[src/rtl/cdb_arbiter_pkg.sv]
// Shared Common Data Bus definitions: station codes, "no value" marker and the
// round-robin pointer encoding used by the arbiter, dispatch and reservation stations.
package cdb_arbiter_pkg;

  localparam int unsigned DataW = 16;
  localparam int unsigned RegW  = 4;
  localparam int unsigned TagW  = 3;

  localparam logic [TagW-1:0] FREE_REGISTER    = 3'd0;
  localparam logic [TagW-1:0] RES_STATION_ADD1 = 3'd1;
  localparam logic [TagW-1:0] RES_STATION_ADD2 = 3'd2;
  localparam logic [TagW-1:0] RES_STATION_MUL1 = 3'd3;

  localparam logic [TagW-1:0]  NO_STATION = FREE_REGISTER;
  localparam logic [DataW-1:0] NO_VALUE   = 16'hFFF0;

  // Requester bit positions in the request/grant vectors.
  localparam int unsigned IdxAdd1 = 0;
  localparam int unsigned IdxAdd2 = 1;
  localparam int unsigned IdxMul1 = 2;

  // Last-grant pointer; the search starts at the requester after it.
  typedef enum logic [1:0] {
    PtrAdd1 = 2'd0,
    PtrAdd2 = 2'd1,
    PtrMul1 = 2'd2
  } rr_ptr_e;

  function automatic logic [TagW-1:0] station_code(input logic [2:0] onehot);
    logic [TagW-1:0] code;
    code = NO_STATION;
    case (onehot)
      3'b001:  code = RES_STATION_ADD1;
      3'b010:  code = RES_STATION_ADD2;
      3'b100:  code = RES_STATION_MUL1;
      default: code = NO_STATION;
    endcase
    return code;
  endfunction

endpackage

[src/rtl/rr_picker.sv]
// Combinational three-way round-robin selector: picks the first eligible
// requester after the last-granted one, ADD1 -> ADD2 -> MUL1 -> ADD1.
module rr_picker
  import cdb_arbiter_pkg::*;
(
  input  logic [2:0] eligible_i,
  input  rr_ptr_e    ptr_i,
  output logic [2:0] winner_o,
  output logic       any_o
);

  logic e_add1, e_add2, e_mul1;

  assign e_add1 = eligible_i[IdxAdd1];
  assign e_add2 = eligible_i[IdxAdd2];
  assign e_mul1 = eligible_i[IdxMul1];
  assign any_o  = |eligible_i;

  always_comb begin
    winner_o = 3'b000;
    unique case (ptr_i)
      PtrAdd1: begin
        if (e_add2)      winner_o = 3'b010;
        else if (e_mul1) winner_o = 3'b100;
        else if (e_add1) winner_o = 3'b001;
      end
      PtrAdd2: begin
        if (e_mul1)      winner_o = 3'b100;
        else if (e_add1) winner_o = 3'b001;
        else if (e_add2) winner_o = 3'b010;
      end
      // PtrMul1, and the unused encoding recovers as if MUL1 was last.
      default: begin
        if (e_add1)      winner_o = 3'b001;
        else if (e_add2) winner_o = 3'b010;
        else if (e_mul1) winner_o = 3'b100;
      end
    endcase
  end

endmodule

[src/rtl/cdb_arbiter.sv]
// Common Data Bus arbiter: registers one round-robin winner per cycle onto the
// CDB and counts cycles in which a request had to wait.
module cdb_arbiter
  import cdb_arbiter_pkg::*;
(
  input  logic             Clock,
  input  logic             Reset,
  input  logic             Req_ADD1,
  input  logic             Req_ADD2,
  input  logic             Req_MUL1,
  input  logic [DataW-1:0] Data_ADD1,
  input  logic [DataW-1:0] Data_ADD2,
  input  logic [DataW-1:0] Data_MUL1,
  input  logic [RegW-1:0]  Rtarget_ADD1,
  input  logic [RegW-1:0]  Rtarget_ADD2,
  input  logic [RegW-1:0]  Rtarget_MUL1,
  output logic             Grant_ADD1,
  output logic             Grant_ADD2,
  output logic             Grant_MUL1,
  output logic             CDB_valid,
  output logic [TagW-1:0]  CDB_tag,
  output logic [DataW-1:0] CDB_data,
  output logic [RegW-1:0]  CDB_R_target,
  output logic [7:0]       Conflict_count
);

  logic [2:0]       req;
  logic [2:0]       eligible;
  logic [2:0]       winner;
  logic             any_req;
  logic             multi_req;

  logic [2:0]       grant_q, grant_d;
  rr_ptr_e          ptr_q, ptr_d;
  logic [TagW-1:0]  tag_q, tag_d;
  logic [DataW-1:0] data_q, data_d;
  logic [RegW-1:0]  rtgt_q, rtgt_d;
  logic [7:0]       cnt_q, cnt_d;

  assign req = {Req_MUL1, Req_ADD2, Req_ADD1};
  // A requester on the bus this cycle has already been served.
  assign eligible = req & ~grant_q;

  assign multi_req = (eligible[0] & eligible[1]) | (eligible[0] & eligible[2]) |
                     (eligible[1] & eligible[2]);

  rr_picker u_rr_picker (
    .eligible_i (eligible),
    .ptr_i      (ptr_q),
    .winner_o   (winner),
    .any_o      (any_req)
  );

  always_comb begin
    grant_d = winner;
    tag_d   = station_code(winner);
    data_d  = NO_VALUE;
    rtgt_d  = '0;
    ptr_d   = ptr_q;
    unique case (winner)
      3'b001: begin
        data_d = Data_ADD1;
        rtgt_d = Rtarget_ADD1;
        ptr_d  = PtrAdd1;
      end
      3'b010: begin
        data_d = Data_ADD2;
        rtgt_d = Rtarget_ADD2;
        ptr_d  = PtrAdd2;
      end
      3'b100: begin
        data_d = Data_MUL1;
        rtgt_d = Rtarget_MUL1;
        ptr_d  = PtrMul1;
      end
      default: begin
        grant_d = 3'b000;
        tag_d   = NO_STATION;
      end
    endcase
    if (!any_req) begin
      ptr_d = ptr_q;
    end
  end

  always_comb begin
    cnt_d = cnt_q;
    if (multi_req && (cnt_q != 8'hFF)) begin
      cnt_d = cnt_q + 8'd1;
    end
  end

  always_ff @(posedge Clock or posedge Reset) begin
    if (Reset) begin
      grant_q <= 3'b000;
      ptr_q   <= PtrMul1;
      tag_q   <= NO_STATION;
      data_q  <= NO_VALUE;
      rtgt_q  <= '0;
      cnt_q   <= 8'h00;
    end else begin
      grant_q <= grant_d;
      ptr_q   <= ptr_d;
      tag_q   <= tag_d;
      data_q  <= data_d;
      rtgt_q  <= rtgt_d;
      cnt_q   <= cnt_d;
    end
  end

  assign Grant_ADD1     = grant_q[IdxAdd1];
  assign Grant_ADD2     = grant_q[IdxAdd2];
  assign Grant_MUL1     = grant_q[IdxMul1];
  assign CDB_valid      = |grant_q;
  assign CDB_tag        = tag_q;
  assign CDB_data       = data_q;
  assign CDB_R_target   = rtgt_q;
  assign Conflict_count = cnt_q;

endmodule

[config.mk]
export PLATFORM = sky130hd
export DESIGN_NAME = cdb_arbiter
export DESIGN_NICKNAME = d
export VERILOG_FILES = /design/src/rtl/cdb_arbiter_pkg.sv /design/src/rtl/rr_picker.sv /design/src/rtl/cdb_arbiter.sv
export SDC_FILE = /design/constraint.sdc
export NUM_CORES = 1
export LEC_CHECK = 0
export CAP_MARGIN = 10
export CORE_MARGIN = 2
export CORE_UTILIZATION = 30
export DETAILED_ROUTE_END_ITERATION = 7
export PLACE_DENSITY = 0.73
export SLEW_MARGIN = 25
export SYNTH_ARGS = -nofsm -noshare
export SYNTH_HDL_FRONTEND = slang
export SYNTH_SLANG_ARGS = --single-unit
[constraint.sdc]
create_clock -name Clock -period 2.24 [get_ports Clock]
set_input_delay 0.448 -clock Clock [delete_from_list [all_inputs] [get_ports Clock]]
set_output_delay 0.448 -clock Clock [all_outputs]
set_load 0.005 [all_outputs]
; Word-level counts from Yosys, hierarchy flattened
; Cells that the tools add are included.
[op_classes]
muxes = 16
eq_ne = 5
n_addsub = 1
reduce_logical = 7
n_bitwise = 7
[op_table]
columns = op, n
row1 = $pmux W16 S3, 1
row2 = $mux W3, 9
row3 = $pmux W4 S3, 1
row4 = $reduce_or A3 Y1, 3
row5 = $add A8 B1 Y8 const B, 1
row6 = $ne A8 B8 Y1 const B, 1
row7 = $pmux W2 S3, 1
row8 = $pmux W3 S2, 1
row9 = $pmux W2 S2, 1
row10 = $and A1 B1 Y1, 3
row11 = $and A3 B3 Y3, 1
row12 = $eq A3 B1 Y1 const B, 1
row13 = $eq A3 B2 Y1 const B, 1
row14 = $eq A3 B3 Y1 const B, 1
row15 = $not A3 Y3, 1
row16 = $reduce_bool A3 Y1, 1
row17 = $eq A2 B1 Y1 const B, 1
row18 = $logic_not A2 Y1, 1
row19 = $mux W2, 1
row20 = $or A1 B1 Y1, 2
row21 = $reduce_and A2 Y1, 1
row22 = $logic_and A1 B1 Y1, 1
row23 = $mux W1, 1
[word_totals]
register_bits = 36
output_inout_bits = 35
elab_cells = 42

; Logic depth before layout (Yosys ltp)
; Gate-level depths: netlist of run 1.
[depth]
ltp_word = 9
depth_mapped = 6
mapped_depth_nobuf = 5

; By module
; A second synthesis of run 1 with hierarchy kept.
[unflattened]
hier_cells = 152
hier_area_um2 = 1694.1
[modules_own_cells]
columns = module, cells_each, area_per_inst_um2, n_inst, seq_area_each_um2
row1 = cdb_arbiter, 144, 1636.6, 1, 892.1
row2 = rr_picker, 8, 57.6, 1, 0.0

; Least setup slack after synthesis of run 1
; OpenSTA, ideal clock, no wires.
[synth_path]
path_type = reg2reg
start = register grant_q[2]
end = register cnt_q[1], in the netlist Conflict_count[1]
setup_slack_ns = 0.554
path_buffers = 1
t_arrival_ns = 1.561
period_less_slack_ns = 1.686
stages_incl_launch_ff = 6
setup_time_ns = 0.125
cell_sequence = dfrtp_1 > nand2b_4 > buf_6 > maj3_2 > nor2_1 > mux2_2
[synth_via]
elab_chain_cells = 6
elab_cells_between_ends = 7
cone_classes = 6 x bitwise / 1 x reduce/logical
[synth_rtl]
columns = element, line_no
row1 = "start, declared", cdb_arbiter.sv:33  ; logic [2:0] grant_q, grant_d;
row2 = "start signal, assigned", cdb_arbiter.sv:102  ; grant_q <= grant_d;
row3 = $not A3 Y3 *, cdb_arbiter.sv:42  ; assign eligible = req & ~grant_q;
row4 = $and A3 B3 Y3 *, cdb_arbiter.sv:42
row5 = $and A1 B1 Y1, cdb_arbiter.sv:44  ; assign multi_req = (eligible[0] & eligible[1]) | (eligible[0] & eligible[2]) |
row6 = $or A1 B1 Y1, cdb_arbiter.sv:44
row7 = $or A1 B1 Y1 *, cdb_arbiter.sv:44
row8 = $logic_and A1 B1 Y1 *, cdb_arbiter.sv:88  ; if (multi_req && (cnt_q != 8'hFF)) begin
row9 = "end signal, assigned", cdb_arbiter.sv:107  ; cnt_q <= cnt_d;
row10 = "end, declared", cdb_arbiter.sv:38  ; logic [7:0] cnt_q, cnt_d;
; Every way passes the cells marked *; elsewhere a longest branch is shown, timed or not.
; A chain may end at the register's enable or synchronous reset.

; Final worst setup path of run 1
[layout_path]
start = register grant_q[2]
end = output port CDB_valid
[layout_via]
elab_chain_cells = 1
[layout_rtl]
columns = element, line_no
row1 = $reduce_or A3 Y1, cdb_arbiter.sv:114  ; assign CDB_valid = |grant_q;
row2 = "end, declared", cdb_arbiter.sv:20  ; output logic CDB_valid,
; Every way passes these cells.

==> results.md, run 1 <==
- The flow ran to the end, and the final reports show no timing, DRC or antenna violations.
- The clock transition time at the flip-flop clock pins of the worst setup and hold paths is approximately 0.08 ns.
- For this configuration, the core starts out at a cell density of between 30% and 40%.
- The post-synthesis share of cell area spent on and, or, nand and nor gates is roughly 14%.
- The kind of critical path is flop to output pin.
- Setup total negative slack on the finished layout was measured at 0 ns.
- The pin slew with the least headroom to its limit is between 0.8 and 0.9 ns.
- The first global-routing pass estimated just under 7 mm of wire.
- The primary flip-flop cell chosen by synthesis mapping is sky130_fd_sc_hd__dfrtp_1.
- The maximum fanout encountered on the critical timing path is 4.
- The per-cell routed wire length is 14.51 um.
- In the layout the commonest cells are 98 x sky130_fd_sc_hd__clkdlybuf4s50_1, 22 x sky130_fd_sc_hd__dfrtp_1, 20 x sky130_fd_sc_hd__a221o_1, 13 x sky130_fd_sc_hd__dfstp_2, 12 x sky130_fd_sc_hd__o21a_1.
- 100 I/O pins were placed.
- The all-layer global routing usage is roughly 15%.
- The root buffer cell is sky130_fd_sc_hd__clkbuf_8.
- The net count after synthesis is 200.
- Setup violations remaining at the end of the flow were counted as 0.
- The clock sink count is 35.
- The Yosys warning count is 0.
- The wire length after detailed routing is 4.455 mm.
- Setup repair after global routing left no endpoint under its margin.
- In this run, post-CTS hold repair placed 0 buffers.
- In this design, the stage delay of the slowest critical-path cell is ~0.45 ns.
- Once detailed placement completed, the half-perimeter wirelength came to 3.323 mm.
- TritonCTS built the clock tree.
- The register bit count reported by yosys is 35.
- The worst hold path belongs to the class flop to flop.
- The number of buffers inserted by port buffering is roughly 100.
- The worst setup path is captured at an output pin.
- Multiplexer cells account for between 1 and 1.5% of the synthesized area.
- The most common cell after layout, fill and taps aside is sky130_fd_sc_hd__clkdlybuf4s50_1.
- The cell with the largest stage delay on the worst path is sky130_fd_sc_hd__clkdlybuf4s50_1.
- Data arrives at the worst endpoint at roughly 1.6 ns.
- The synthesized netlist devotes 1.432% of its cell area to adder and majority cells.
- The worst slew slack as a fraction of its limit is 41.13%.
- The average vias per placed instance is roughly 4.7.
- Final hold analysis gives a worst-case slack of around 0.52 ns.
- Summing the sequential cell areas from Yosys gives roughly 54% of the chip area.
- In this run the deepest clock path goes through 2 buffers.
- The final weighted congestion of routability-driven global placement is approximately 0.76.
- The number of antenna violations at the first check in global routing came to 0.
- The final critical path time including I/O delays and setup is 1.995 ns.
- The fraction of the mapped netlist area in compound gates is a little over a fifth.
- The number of buffers added for setup after CTS is 0.
- The library cell occupying the most area in the post-synthesis netlist is sky130_fd_sc_hd__dfrtp_1.
- For this design the ratio of total power to cell area is ~1100 nW/um2.
- The clock insertion delay at the later pin of the skew report is 0.29 ns.
- The count of unique library cells instantiated by Yosys is 39.
- STA classifies the critical path startpoint as a flop.
- The total standard cell area after synthesis is 1660 um2.
- The per-instance average area after synthesis is between 10 and 15 um2.
- The final antenna diode count is 0.
- The die covers just over 6000 um2.
- Across the VDD grid, the largest voltage drop is 485.2 uV.
- The final count of pins violating max slew was 0.
- In this run, the number of DRC markers left after iteration 0 of detailed routing was 41.
- The signal on the critical path passes through or3_1 > clkdlybuf4s50_1.
- The final number of hold-violating endpoints is 0.
- The number of H-tree branching levels is 2.
- The synthesized instance count is 134.
- The remaining global-route overflow is 0.
- After clock tree synthesis, the repair step resized 0 gates.
- The timing-limited maximum frequency is 501.2 MHz.
- The horizontal die dimension is 78.40 um.
- After floorplanning, the core was divided into 27 placement rows.
- Counting flops with a built-in enable in the synthesized netlist gives 0.
- The area fraction of the dominant cell type after synthesis is between 30 and 40%.
- Between clock sinks in the finished design, the worst skew comes to between 0.007 and 0.008 ns.
- At the worst endpoint, the required time is approximately 1.8 ns.
- The via total after detailed routing is roughly 1,500.
- The total design power is around 3100 uW.
- Of all flip-flops after synthesis, the portion carrying an async set or reset was 100.0%.
- The xor-xnor portion of the synthesized cell area is under 10%.
- The first detailed-routing pass ran for 5 iterations.
- Of the available clock period, the critical path in the final layout requires ~90%.
- The maximum number of pins on one net before global-route repair is 36.
- Counting the buffers created by CTS gives 5.
- The area added between synthesis and finish is 68.88%.
- The tool flagged a number of max-cap violations equal to 0.
- The leakage power of the design is ~0.0011 uW.
- The post-detailed-route DRC marker count is 0.
- Ranked by total cell area, the synthesized netlist is headed by sky130_fd_sc_hd__dfrtp_1 33%, sky130_fd_sc_hd__dfstp_2 21%, sky130_fd_sc_hd__a221o_1 12%, sky130_fd_sc_hd__o21a_1 5.4%, sky130_fd_sc_hd__and3_1 3.0%.
- From bottom edge to top edge, the die measures ~78 um.
- After synthesis, the largest family of logic cells by area is compound AO/OA/AOI/OAI gates.
- The final layout net count is 300.
- Of the cells placed in the final design, the portion with a size suffix greater than 1 is 15.74%.
- The final standard cell utilization of the core is around half.
- The area of the core region is ~5400 um2.
- The post-detailed-route count of antenna-violating nets is 0.
- The via count of the first global-routing pass is roughly 1,400.
==> through the flow <==
stage               cell area [um2]  instances  worst slack (ns)
detailed placement             2691        299          -0.04092
finish                         2804        307            0.2446
floorplan                      1660        134            0.5538
global route                   2804        307            0.1246
CTS                            2804        307            0.2259
global placement               2691        299          -0.01883
==> metal layers <==
metal,GRT usage (%),share of wire (%),vias up
li1,-,-,707
met1,18.55,43,677
met2,23.79,48,65
met3,3.678,6.7,8
met4,6.140,2.2,0
met5,0,0,-
==> critical path: cells and delay by family (launching register included) <==
family	cells	cell delay, ns
buffers and inverters	1	0.45
and+or+nand+nor	1	0.38
DFF	1	0.43
==> cell families (layout without fill, tap and decap cells) <==
family,count (synthesis),after routing
buffers and inverters,12,113
AOI/OAI and AO/OA,40,40
muxes,2,2
other,1,1
DFF,35,35
and+or+nand+nor,37,37
adders and majority gates,2,2
xor gates and xnor gates,5,5
==> flip-flops by register name (all words and copies together), names as in the netlist <==
name	count
CDB_R_target	4
CDB_tag	2
ptr_q	2
CDB_data	16
Conflict_count	8
grant_q	3
==> synth_stat cells, types with 2 or more instances <==
cell type                  instances
sky130_fd_sc_hd__a221o_1          20
sky130_fd_sc_hd__a22oi_1           2
sky130_fd_sc_hd__and3_1            8
sky130_fd_sc_hd__buf_2             2
sky130_fd_sc_hd__buf_6             4
sky130_fd_sc_hd__clkbuf_1          2
sky130_fd_sc_hd__dfrtp_1          22
sky130_fd_sc_hd__dfstp_2          13
sky130_fd_sc_hd__inv_1             3
sky130_fd_sc_hd__mux2_2            2
sky130_fd_sc_hd__nand2_1           2
sky130_fd_sc_hd__nand2b_1          3
sky130_fd_sc_hd__nand3_1           3
sky130_fd_sc_hd__nor2_1            4
sky130_fd_sc_hd__nor2b_1           2
sky130_fd_sc_hd__nor3_1            2
sky130_fd_sc_hd__nor4_1            2
sky130_fd_sc_hd__o21a_1           12
sky130_fd_sc_hd__or2_2             2
sky130_fd_sc_hd__xor2_1            5
==> path summary, 6_finish.rpt <==
check | from | to | slack [ns] | cells past startpoint
setup reg to reg | grant_q[0]$_DFF_PP0_ | CDB_data[13]$_DFF_PP1_ | 0.47 | 4
hold / removal | Conflict_count[7]$_DFFE_PP0P_ | Conflict_count[7]$_DFFE_PP0P_ | 0.52 | 1
min in group asynchronous | Reset | CDB_data[1]$_DFF_PP0_ | 0.56 | 3
hold reg to reg | Conflict_count[7]$_DFFE_PP0P_ | Conflict_count[7]$_DFFE_PP0P_ | 0.52 | 1
max in group asynchronous | Reset | ptr_q[1]$_DFFE_PP1P_ | 1.34 | 3
setup / recovery | grant_q[2]$_DFF_PP0_ | CDB_valid | 0.24 | 2
==> layout make-up <==
class	instances	area, um2
Fill cell	500	2635
Clock inverter	3	43.79
Sequential cell	35	892.1
Clock buffer	5	68.82
Timing Repair Buffer	102	1011
Inverter	3	11.26
Multi-Input combinational cell	87	686.9
Tap cell	72	90.09
==> power breakdown <==
part / internal, uW / leakage [uW] / total [uW] / switching [uW]
clock: 331 / 0.0000581 / 568 / 237
combinational: 896 / 0.000681 / 1400 / 501
sequential: 980 / 0.000406 / 1160 / 178
Power figures use the tool's default switching activity.
==> run 2: changes to the inputs <==
--- a/config.mk
+++ b/config.mk
@@ -10,6 +10,7 @@
 export CORE_UTILIZATION = 30
 export DETAILED_ROUTE_END_ITERATION = 7
 export PLACE_DENSITY = 0.73
+export RECOVER_POWER = 50
 export SLEW_MARGIN = 25
 export SYNTH_ARGS = -nofsm -noshare
 export SYNTH_HDL_FRONTEND = slang
==> run 2 against run 1 <==
Wire length fell by 0.85%. Global-route usage is the same. Register-to-register slack about the same. Sequential power barely moved. Critical endpoint unchanged. Largest power group unchanged.
==> results.md, run 2 (synthesis gave the netlist of run 1 again) <==
- The total design power is 3071 uW (-1.7%).
- The final weighted congestion of routability-driven global placement was 0.7585 (unchanged).
- The number of antenna violations at the first check in global routing came to 0 (unchanged).
- TritonCTS built the clock tree.
- The final number of hold-violating endpoints was 0 (unchanged).
- The via total after detailed routing is 1,441 (-1.1%).
- The fraction of power consumed by sequential logic is 37.5% (+0.4 points).
- The final cycle utilization of the critical path was 89.02% (about the same).
- The timing-limited maximum frequency was 501.5 MHz (about the same).
- Leaving out fill and tap cells, the most frequent cells in the layout are 83 x sky130_fd_sc_hd__clkdlybuf4s50_1, 22 x sky130_fd_sc_hd__dfrtp_1, 20 x sky130_fd_sc_hd__a221o_1, 15 x sky130_fd_sc_hd__dlygate4sd3_1, 13 x sky130_fd_sc_hd__dfstp_2.
- The maximum number of pins on one net before global-route repair came to 36 (unchanged).
- The number of buffers on the longest clock path is 2 (unchanged).
- The worst slew slack as a fraction of its limit is 40.46% (-0.67 points).
- The number of buffers added for setup after CTS is 0 (unchanged).
- The final setup TNS came to 0 ns (unchanged).
- The cell count of the worst reg-to-reg path is 4 (unchanged).
- The post-detailed-route DRC marker count is 0 (unchanged).
- The starting utilization of the core area is 30.53% (unchanged).
- The post-detailed-route count of antenna-violating nets came to 0 (unchanged).
- The proportion of total power due to net switching was 29.59% (+0.27 points).
- The number of flip-flops in the largest register came to 16 (unchanged).
- The placed wire-length estimate after detailed placement is 3.323 mm (unchanged).
- The required time at the worst-slack endpoint is 1.79 ns (about the same).
- The pin slew with the least headroom to its limit was 0.8922 ns (+0.01009 ns).
- The worst ir drop on vdd is 485.5 uV (about the same).
- The worst setup timing slack at the placement stage is -0.04092 ns (unchanged).
- The boundary pin count is 100 (unchanged).
- The detailed router's first-iteration violation count came to 46 (+12%).
- The flop-to-flop setup slack is 0.47 ns (about the same).
- The average vias per placed instance is 4.694 (-1.1%).
- The largest incremental delay on the critical path is 0.45 ns (about the same).
- The portion of total power attributed to the clock network is 18.5% (+0.3 points).
- Setup repair after global routing left no endpoint under its margin.
- The final count of pins violating max slew came to 0 (unchanged).
- The area of the core region came to 5439 um2 (unchanged).
- The total of max-cap violations is 0 (unchanged).
- The number of resized instances in the post-cts repair step is 0 (unchanged).
- The internal power contribution was 2162 uW (-2.1%).
- The tightest min-delay check is of the flop to flop type.
- The clock transition time at the flip-flop clock pins of the worst setup and hold paths is 0.08 ns (about the same).
- The remaining global-route overflow came to 0 (unchanged).
- The worst hold margin came to 0.5202 ns (-0.001861 ns).
- The signal on the critical path passes through or3_1 > clkdlybuf4s50_1.
- The tree is rooted in a sky130_fd_sc_hd__clkbuf_8.
- The flow ran to the end, and the final reports show no timing, DRC or antenna violations.
- In this run the critical register-to-register path is launched from grant_q[0]$_DFF_PP0_.
- The total of hold buffers inserted after clock tree synthesis is 0 (unchanged).
- Among all stages on the critical path, the largest delay is contributed by sky130_fd_sc_hd__clkdlybuf4s50_1.
- The via count of the first global-routing pass is 1,441 (unchanged).
- Following the worst setup path forward leads to its endpoint at CDB_valid.
- The worst setup path is captured at an output pin.
- STA classifies the critical path startpoint as a flop.
- The count of standard-cell rows is 27 (unchanged).
- The worst setup path is of the flop to output pin kind.
- The per-cell routed wire length came to 14.39 um (-0.85%).
- The number of logic stages on the critical path including buffering is 2 (unchanged).
- The final antenna diode count was 0 (unchanged).
- The wire length after detailed routing is 4.417 mm (-0.85%).
- The launching instance or port of the critical path is grant_q[2]$_DFF_PP0_.
- The die footprint is 6146 um2 (unchanged).
- The horizontal die dimension came to 78.40 um (unchanged).
- The fill cell instance count of the final layout is 502 (+0.40%).
- The all-layer global routing usage is 14.63% (unchanged).
- The final standard cell utilization of the core is 51.46% (-0.092 points).
- The data arrival time of the worst path was 1.55 ns (about the same).
- The maximum fanout encountered on the critical timing path came to 4 (unchanged).
- The share of layout cells above drive strength 1 is 15.32% (-0.43 points).
- The iteration count of the initial detailed-routing pass is 4 (-1).
- The clock sink count is 35 (unchanged).
- The number of buffers inserted by port buffering came to 98 (unchanged).
- The number of buffers and inverters on the critical path is 1 (unchanged).
- The power dissipated by switching net loads is 908.7 uW (-0.78%).
- The wire length of the first global-routing pass is 6.934 mm (unchanged).
- The setup violation total in the final timing report is 0 (unchanged).
- The family with the most delay on the worst path is buffers and inverters.
- The clock insertion delay at the later pin of the skew report is 0.29 ns (about the same).
- The final critical path time including I/O delays and setup was 1.994 ns (-0.001380 ns).
- The most common cell after layout, fill and taps aside is sky130_fd_sc_hd__clkdlybuf4s50_1.
- The portion of total power attributed to combinational logic is 44.0% (-0.7 points).
- The total clock buffers created by CTS came to 5 (unchanged).
- The final layout net count is 300 (unchanged).
- The overall die height is 78.40 um (unchanged).
- The worst register-to-register path ends at CDB_data[13]$_DFF_PP1_.
- The clock skew after layout is 0.006522 ns (-0.0006834 ns).
- The leakage power of the design is 0.001159 uW (+1.2%).
- The final critical-path setup slack is 0.2460 ns (+0.001380 ns).
- The number of H-tree branching levels is 2 (unchanged).
- The ratio of total power to cell area is 1097 nW/um2 (-1.5%).
- The area added between synthesis and finish is 68.58%.
[run 2: cell count changes in the layout (fill, tap and decap cells not counted), sizes merged]
cell           change
dlygate4sd3       +15
buf                -1
clkdlybuf4s50     -15
clkbuf             +1
[run 2: metal layers]
layer  share of wire, %  vias up  GRT usage (%)
met5                  0        -              0
met4                1.9        0          6.140
met3                6.7        6          3.678
met2                 47       62          23.79
met1                 44      660          18.55
li1                   -      713              -
[run 2: power groups by stage]
stage / sequential, uW / clock [uW] / combinational [uW]
finish: 1150 / 567 / 1350
global route: 1190 / 617 / 1480
floorplan: 1180 / 0 / 648
detailed placement: 1170 / 0 / 1410
global placement: 1170 / 0 / 1390
CTS: 1160 / 578 / 1420
[run 2: area by class of cell]
type                       instances  area, um2  area share (%)
sequential                        35      892.1           31.87
timing repair buffer             102       1008           36.03
clock buffer                       5      68.82           2.459
clock inverter                     3      43.79           1.565
multi-input combinational         87      684.4           24.45
tap                               72      90.09           3.219
inverter                           3      11.26          0.4023
[run 2: how the worst min path moves through the flow]
| stage | from | to | slack, ns | depth (start not counted) |
|---|---|---|---|---|
| 2_1_floorplan | Conflict_count[7]$_DFFE_PP0P_ | Conflict_count[7]$_DFFE_PP0P_ | 0.50 | 1 |
| 4_1_cts | Conflict_count[7]$_DFFE_PP0P_ | Conflict_count[7]$_DFFE_PP0P_ | 0.53 | 1 |
| 6_report | Conflict_count[7]$_DFFE_PP0P_ | Conflict_count[7]$_DFFE_PP0P_ | 0.52 | 1 |
| 5_1_grt | Conflict_count[7]$_DFFE_PP0P_ | Conflict_count[7]$_DFFE_PP0P_ | 0.53 | 1 |
| 3_5_place_dp | Conflict_count[7]$_DFFE_PP0P_ | Conflict_count[7]$_DFFE_PP0P_ | 0.52 | 1 |
| 3_3_place_gp | Conflict_count[7]$_DFFE_PP0P_ | Conflict_count[7]$_DFFE_PP0P_ | 0.51 | 1 |
[run 2: per-stage QoR]
stage          cell area, um2  std cells
2_1_floorplan            1660        134
3_3_place_gp             2691        299
3_5_place_dp             2691        299
4_1_cts                  2804        307
5_1_grt                  2799        307
6_report                 2799        307
[run 2: worst reg2reg max path: cells and delay by family, from the launching register on]
kind                   cells  cell delay, ns
AOI/OAI and AO/OA          1            0.30
buffers and inverters      1            0.15
DFF                        1            0.41
and+or+nand+nor            2            0.86
==> run 3: changes to the inputs <==
--- a/config.mk
+++ b/config.mk
@@ -9,6 +9,7 @@
 export CORE_MARGIN = 2
 export CORE_UTILIZATION = 30
 export DETAILED_ROUTE_END_ITERATION = 7
+export HOLD_SLACK_MARGIN = 0.15
 export PLACE_DENSITY = 0.73
 export RECOVER_POWER = 50
 export SLEW_MARGIN = 25
==> results of run 3 <==
Same layout as run 2: the final DEF is identical, and so are final timing and power.
